$ cat src/rtl/keypad_pkg.sv
// keypad_pkg: key codes, entry FSM states and key classification helpers
package keypad_pkg;
  localparam logic [3:0] KEY_A    = 4'hA;
  localparam logic [3:0] KEY_B    = 4'hB;
  localparam logic [3:0] KEY_C    = 4'hC;
  localparam logic [3:0] KEY_D    = 4'hD;
  localparam logic [3:0] KEY_STAR = 4'hE;
  localparam logic [3:0] KEY_HASH = 4'hF;
  typedef enum logic [1:0] {IDLE, ENTRY, HOLD} entry_state_t;
  function automatic logic is_digit(input logic [3:0] k);
    return k <= 4'd9;
  endfunction
  function automatic logic is_cmd(input logic [3:0] k);
    return k >= KEY_A && k <= KEY_D;
  endfunction
endpackage

$ cat src/rtl/keypad_entry_buffer_key_event_detect.sv
// key_event_detect: turns the scanner's key_valid level into a one-cycle event with the captured code
module key_event_detect (
  input  logic       clk_i,
  input  logic       rst_ni,
  input  logic       key_valid_i,
  input  logic [3:0] key_code_i,
  output logic       evt_o,
  output logic [3:0] key_code_o
);
  logic       kv_q;
  logic       evt_q;
  logic [3:0] code_q;
  // scanner shares clk, so the level is registered directly; rising edge becomes the event
  always_ff @(posedge clk_i or negedge rst_ni) begin
    if (!rst_ni) begin
      kv_q   <= 1'b0;
      evt_q  <= 1'b0;
      code_q <= 4'h0;
    end else begin
      kv_q   <= key_valid_i;
      evt_q  <= key_valid_i & ~kv_q;
      code_q <= key_code_i;
    end
  end
  assign evt_o      = evt_q;
  assign key_code_o = code_q;
endmodule

$ cat src/rtl/keypad_entry_buffer.sv
// keypad_entry_buffer: accumulates keypad digits into a BCD entry with backspace, commit handshake, commands and timeout
import keypad_pkg::*;
module keypad_entry_buffer #(
  parameter int          NUM_DIGITS  = 4,
  parameter int unsigned TIMEOUT_CYC = 24'd5_000_000
) (
  input  logic                              clk_i,
  input  logic                              rst_ni,
  input  logic [3:0]                        key_code_i,
  input  logic                              key_valid_i,
  output logic [4*NUM_DIGITS-1:0]           digits_o,
  output logic [$clog2(NUM_DIGITS+1)-1:0]   digit_count_o,
  output logic [4*NUM_DIGITS-1:0]           value_o,
  output logic                              value_valid_o,
  input  logic                              value_ready_i,
  output logic [1:0]                        cmd_code_o,
  output logic                              cmd_valid_o,
  output logic                              overflow_err_o,
  output logic                              timeout_evt_o
);
  localparam int DW = 4 * NUM_DIGITS;
  localparam int NW = $clog2(NUM_DIGITS + 1);
  localparam int CW = (TIMEOUT_CYC > 1) ? $clog2(TIMEOUT_CYC + 1) : 1;
  localparam logic [NW-1:0] FULL = NW'(NUM_DIGITS);
  localparam logic [CW-1:0] IDLE_LAST = CW'((TIMEOUT_CYC == 0) ? 0 : TIMEOUT_CYC - 1);
  logic         evt;
  logic [3:0]   code;
  entry_state_t state_q, state_d;
  logic [DW-1:0] digits_q, digits_d, value_q, value_d;
  logic [NW-1:0] count_q, count_d;
  logic [CW-1:0] idle_q, idle_d;
  logic [1:0]    cmd_code_q, cmd_code_d;
  logic          vvalid_q, vvalid_d, cmd_valid_q, cmd_valid_d, ovf_q, ovf_d, tmo_q, tmo_d;
  key_event_detect u_det (
    .clk_i      (clk_i),
    .rst_ni     (rst_ni),
    .key_valid_i(key_valid_i),
    .key_code_i (key_code_i),
    .evt_o      (evt),
    .key_code_o (code)
  );
  // state, entry buffer, idle counter and output registers
  always_ff @(posedge clk_i or negedge rst_ni) begin
    if (!rst_ni) begin
      state_q     <= IDLE;
      digits_q    <= '0;
      count_q     <= '0;
      value_q     <= '0;
      vvalid_q    <= 1'b0;
      idle_q      <= '0;
      cmd_code_q  <= 2'd0;
      cmd_valid_q <= 1'b0;
      ovf_q       <= 1'b0;
      tmo_q       <= 1'b0;
    end else begin
      state_q     <= state_d;
      digits_q    <= digits_d;
      count_q     <= count_d;
      value_q     <= value_d;
      vvalid_q    <= vvalid_d;
      idle_q      <= idle_d;
      cmd_code_q  <= cmd_code_d;
      cmd_valid_q <= cmd_valid_d;
      ovf_q       <= ovf_d;
      tmo_q       <= tmo_d;
    end
  end
  // key handling, commit handshake and inactivity timeout; an event always beats an expiring timeout
  always_comb begin
    state_d     = state_q;
    digits_d    = digits_q;
    count_d     = count_q;
    value_d     = value_q;
    vvalid_d    = vvalid_q;
    cmd_code_d  = cmd_code_q;
    cmd_valid_d = 1'b0;
    ovf_d       = 1'b0;
    tmo_d       = 1'b0;
    idle_d      = '0;
    case (state_q)
      HOLD: begin
        if (value_ready_i) begin
          vvalid_d = 1'b0;
          digits_d = '0;
          count_d  = '0;
          state_d  = IDLE;
        end
      end
      default: begin
        if (evt) begin
          if (is_digit(code)) begin
            if (count_q == FULL) begin
              ovf_d = 1'b1;
            end else begin
              digits_d = (digits_q << 4) | DW'(code);
              count_d  = count_q + 1'b1;
              state_d  = ENTRY;
            end
          end else if (is_cmd(code)) begin
            cmd_valid_d = 1'b1;
            cmd_code_d  = 2'(code - KEY_A);
          end else if (state_q == ENTRY && code == KEY_STAR) begin
            digits_d = digits_q >> 4;
            count_d  = count_q - 1'b1;
            state_d  = (count_q == NW'(1)) ? IDLE : ENTRY;
          end else if (state_q == ENTRY && code == KEY_HASH) begin
            value_d  = digits_q;
            vvalid_d = 1'b1;
            state_d  = HOLD;
          end
        end else if (state_q == ENTRY && TIMEOUT_CYC != 0) begin
          if (idle_q == IDLE_LAST) begin
            digits_d = '0;
            count_d  = '0;
            state_d  = IDLE;
            tmo_d    = 1'b1;
          end else begin
            idle_d = idle_q + 1'b1;
          end
        end
      end
    endcase
  end
  assign digits_o       = digits_q;
  assign digit_count_o  = count_q;
  assign value_o        = value_q;
  assign value_valid_o  = vvalid_q;
  assign cmd_code_o     = cmd_code_q;
  assign cmd_valid_o    = cmd_valid_q;
  assign overflow_err_o = ovf_q;
  assign timeout_evt_o  = tmo_q;
endmodule

$ cat config.mk
export PLATFORM = sky130hd
export DESIGN_NAME = keypad_entry_buffer
export DESIGN_NICKNAME = d
export VERILOG_FILES = /design/src/rtl/keypad_pkg.sv /design/src/rtl/keypad_entry_buffer_key_event_detect.sv /design/src/rtl/keypad_entry_buffer.sv
export SDC_FILE = /design/constraint.sdc
export NUM_CORES = 1
export LEC_CHECK = 0
export CORE_UTILIZATION = 50
export DETAILED_ROUTE_END_ITERATION = 16
export PLACE_DENSITY = 0.75
export SYNTH_ARGS = -nofsm -noshare
export SYNTH_HDL_FRONTEND = slang
export SYNTH_SLANG_ARGS = --single-unit
$ cat constraint.sdc
create_clock -name clk_i -period 4.7 [get_ports clk_i]
set_input_delay 0.94 -clock clk_i [delete_from_list [all_inputs] [get_ports clk_i]]
set_output_delay 0.94 -clock clk_i [all_outputs]
set_load 0.01 [all_outputs]
==> results.md <==
* Worst slew pin tran at between 1000 and 1500 ps
* Outcome: finished, final reports clean
* Fin. Hold Viols at 0
* Synth Register Bits at 72
* Met1 Use GR at 27.8%
* Internal at 0.00111 W
* Initial drt markers at 174
* Max Cap Viol at 0
* RSZ-0062 raised after global routing: false
* Vias at 2248
* Syn Nets at 292
* Distinct cells, synth at around 40
* H-tree Lvls at 3
* DRT Pass-1 Iters at 4
* Die ar. at around 0.0069 mm2
* Switching Share at approximately 30%
* DR WL/cell at 15.3 um
* Global-route wire length before repair at 11200 um
* WHS Path Cells at 1
* CTS Hold Buffers Added at 0
* Largest net degree at the start of global routing at 41
* Final worst path period share at 54.7%
* Primary FF master, synth: dfrtp_1
* Comb pwr share at 23.9%
* Most frequent cells in the layout: dfrtp_1, clkdlybuf4s50_1, nor2_1
* DRC viols at 0
* Dpl ws at 1880 ps
* Root Buffer: clkbuf_8
* Mapped Avg Cell Area at 11.8 um2
* Number of synthesized flops with an enable pin at 0
* Worst-Skew Late Latency at 340 ps
* Fin cells at 411
* Pwr Total at 0.00158 W
* DP HPWL at between 4000 and 5000 um
* Multi-input gate area at 0.00138 mm2
* Met3 global-route usage at 4.67%
* Yosys warning total at 0
* Class of the worst hold path: flip-flop to flip-flop
* Synthesized area at 0.00327 mm2
* CP peak stage delay at 720 ps
* Wirelength, routed at between 6000 and 7000 um
* Placed insts at ~400
* Clock power share at between 20 and 30%
* Vias in the first global route at 2262
* Worst EP required at 4930 ps
* Capture point of the worst reg-to-reg path: digits_o[3]$_DFFE_PN0P_
* Rows at 29
* CP arrival at 2800 ps
* Reg2Reg Depth at 5
* PortBufs at 48
* Critical-path maximum fanout at 20
* Hold Path Sink: u_det.evt_o$_DFF_PN0_
* Crit path launch type: flip-flop
* R2r setup slk at about 2100 ps
* Drt via density at 5.47
* Max-slew headroom at 29.2%
* Grt peak-use layer: met2
* Type of the worst setup path: flip-flop to flip-flop
* Clk_skew at 5.35 ps
* Final nets at 345
* Worst vdd ir at 277 uV
* Slowest cell on the critical path: a221o_1
* CTS Buffer Depth at 2
* ANT nets after route at 0
* Sw power at 0.000471 W
* Starting Density at approximately half
* Die height at 82.9 um
* Asr flop ratio synth at between 90% and 100%
* Fmax at 0.389 GHz
* Placer Congestion at ~0.8
* Met2 Usage GRT at 31.9%
* Max Slew Vio Count at 0
* Post-cts repair resize count at 0
* Flop pwr share at 46.5%
* Sequential cell area at between 0.0015 and 0.002 mm2
* Final Util at 63.1%
* Gr usage total at 20.6%
* Filler Cells Inserted at 493
* I/O pin total at 49
* Reg-to-Reg Start: idle_q[16]$_DFF_PN0_
* Grt total ovfl at 0
* Num Clock Sinks at 72
* Layout cells sized above 1 at 14.4%
* PwrDens at 395 mW/mm2
* Post-CTS Setup Bufs at 0
* Die W at 82.9 um
* Static leakage at 1.71 nW
* Synthesis-to-layout area growth at 22.4%
* Setup TNS at 0 ps
* CTS clk-pin slew, worst paths at 70 ps
* CP Cell Sequence: or4b_1 > nor3_2 > nand4_2 > a221o_1 > mux2_1
* # diodes at 0
* Commonest non-fill, non-tap cell in the layout: dfrtp_1
* Setup crit end kind: flip-flop
* Total core area at 0.00635 mm2
* Setup ws final at 2130 ps
* Min-delay src: u_det.kv_q$_DFF_PN0_
* Minimum clock period at roughly 2600 ps
* Seq/Total Area, Yosys at 55.0%
* Inserted Clock Buffers at 9
* CTS tree: yes
* Initial antenna violation count at 0
* Final setup vio count at 0
* Mapped Cells at 277
cells in the mapped netlist, types with 5 or more instances:
cell type	instances	area share, %
dfrtp_1	72	55
nor2_1	40	4.6
mux2_2	18	6.2
xnor2_1	13	3.5
inv_1	12	1.4
mux2i_1	12	3.7
nand3_1	12	1.8
nand2_1	11	1.3
xor2_1	10	2.7
o2bb2ai_2	9	4.1
ha_1	7	2.7
nand4_1	6	1.1
nor3_1	5	0.76
kinds of logic after synthesis:
logic type	after synthesis	synth area share, %
AO/OA/AOI/OAI	32	9.37
XOR/XNOR	23	6.15
adder cells (fa/ha/maj)	7	2.68
buffers and inverters	21	2.94
flip-flops	72	55.0
multiplexers	31	10.2
AND/OR/NAND/NOR	91	13.6
power by group through the flow:
| stage | Sequential [W] | Combinational [W] | Clock (W) |
|---|---|---|---|
| 2_1_floorplan | 0.000750 | 0.000238 | 0 |
| 3_3_place_gp | 0.000744 | 0.000369 | 0 |
| 3_5_place_dp | 0.000745 | 0.000377 | 0 |
| 4_1_cts | 0.000735 | 0.000380 | 0.000483 |
| 5_1_grt | 0.000743 | 0.000416 | 0.000507 |
| 6_report | 0.000734 | 0.000377 | 0.000469 |
routing by layer:
metal  part of all wire [%]  up-vias  wire (um)
met1                     48     1134       3010
met5                      0        -          0
met3                    3.2        7        204
li1                       -     1075          -
met2                     47       32       2980
met4                    1.5        0         93
flip-flops by register name (all words and copies together), names as in the netlist:
signal,cells
value_valid_o,1
cmd_code_o,2
overflow_err_o,1
u_det.kv_q,1
state_q,2
digit_count_o,3
cmd_valid_o,1
value_o,16
u_det.evt_o,1
u_det.key_code_o,4
timeout_evt_o,1
idle_q,23
digits_o,16
worst max-delay path, delay by kind of cell, from the launching register on:
kind             cells  cell delay (ps)
AND/OR/NAND/NOR      3              870
AO/OA/AOI/OAI        1              720
multiplexers         1              440
flip-flops           1              420
per-stage QoR:
stage	instance area, um2	hold slack (ps)
2_1_floorplan	3270	378
3_3_place_gp	3820	384
3_5_place_dp	3820	394
4_1_cts	4010	403
5_1_grt	4010	418
6_report	4010	398
worst max-delay path by stage:
stage | startpoint | end | slack [ps] | cells after the start
floorplan | idle_q[15]$_DFF_PN0_ | digits_o[10]$_DFFE_PN0P_ | 2620 | 7
global placement | value_ready_i | digits_o[3]$_DFFE_PN0P_ | 1870 | 6
detailed placement | value_ready_i | digits_o[3]$_DFFE_PN0P_ | 1880 | 6
CTS | idle_q[15]$_DFF_PN0_ | digits_o[3]$_DFFE_PN0P_ | 2140 | 5
global route | idle_q[16]$_DFF_PN0_ | digits_o[3]$_DFFE_PN0P_ | 2010 | 5
finish | idle_q[16]$_DFF_PN0_ | digits_o[3]$_DFFE_PN0P_ | 2130 | 5
cell type report:
cell class                      count  area share (%)
Clock buffer                       11            3.53
Clock inverter                      4            1.12
Inverter                           12            1.12
Multi-Input combinational cell    184            34.4
Sequential cell                    72            45.0
Tap cell                           77            2.40
Timing Repair Buffer               51            12.4
Note: power is estimated with default switching activity, not from simulation.
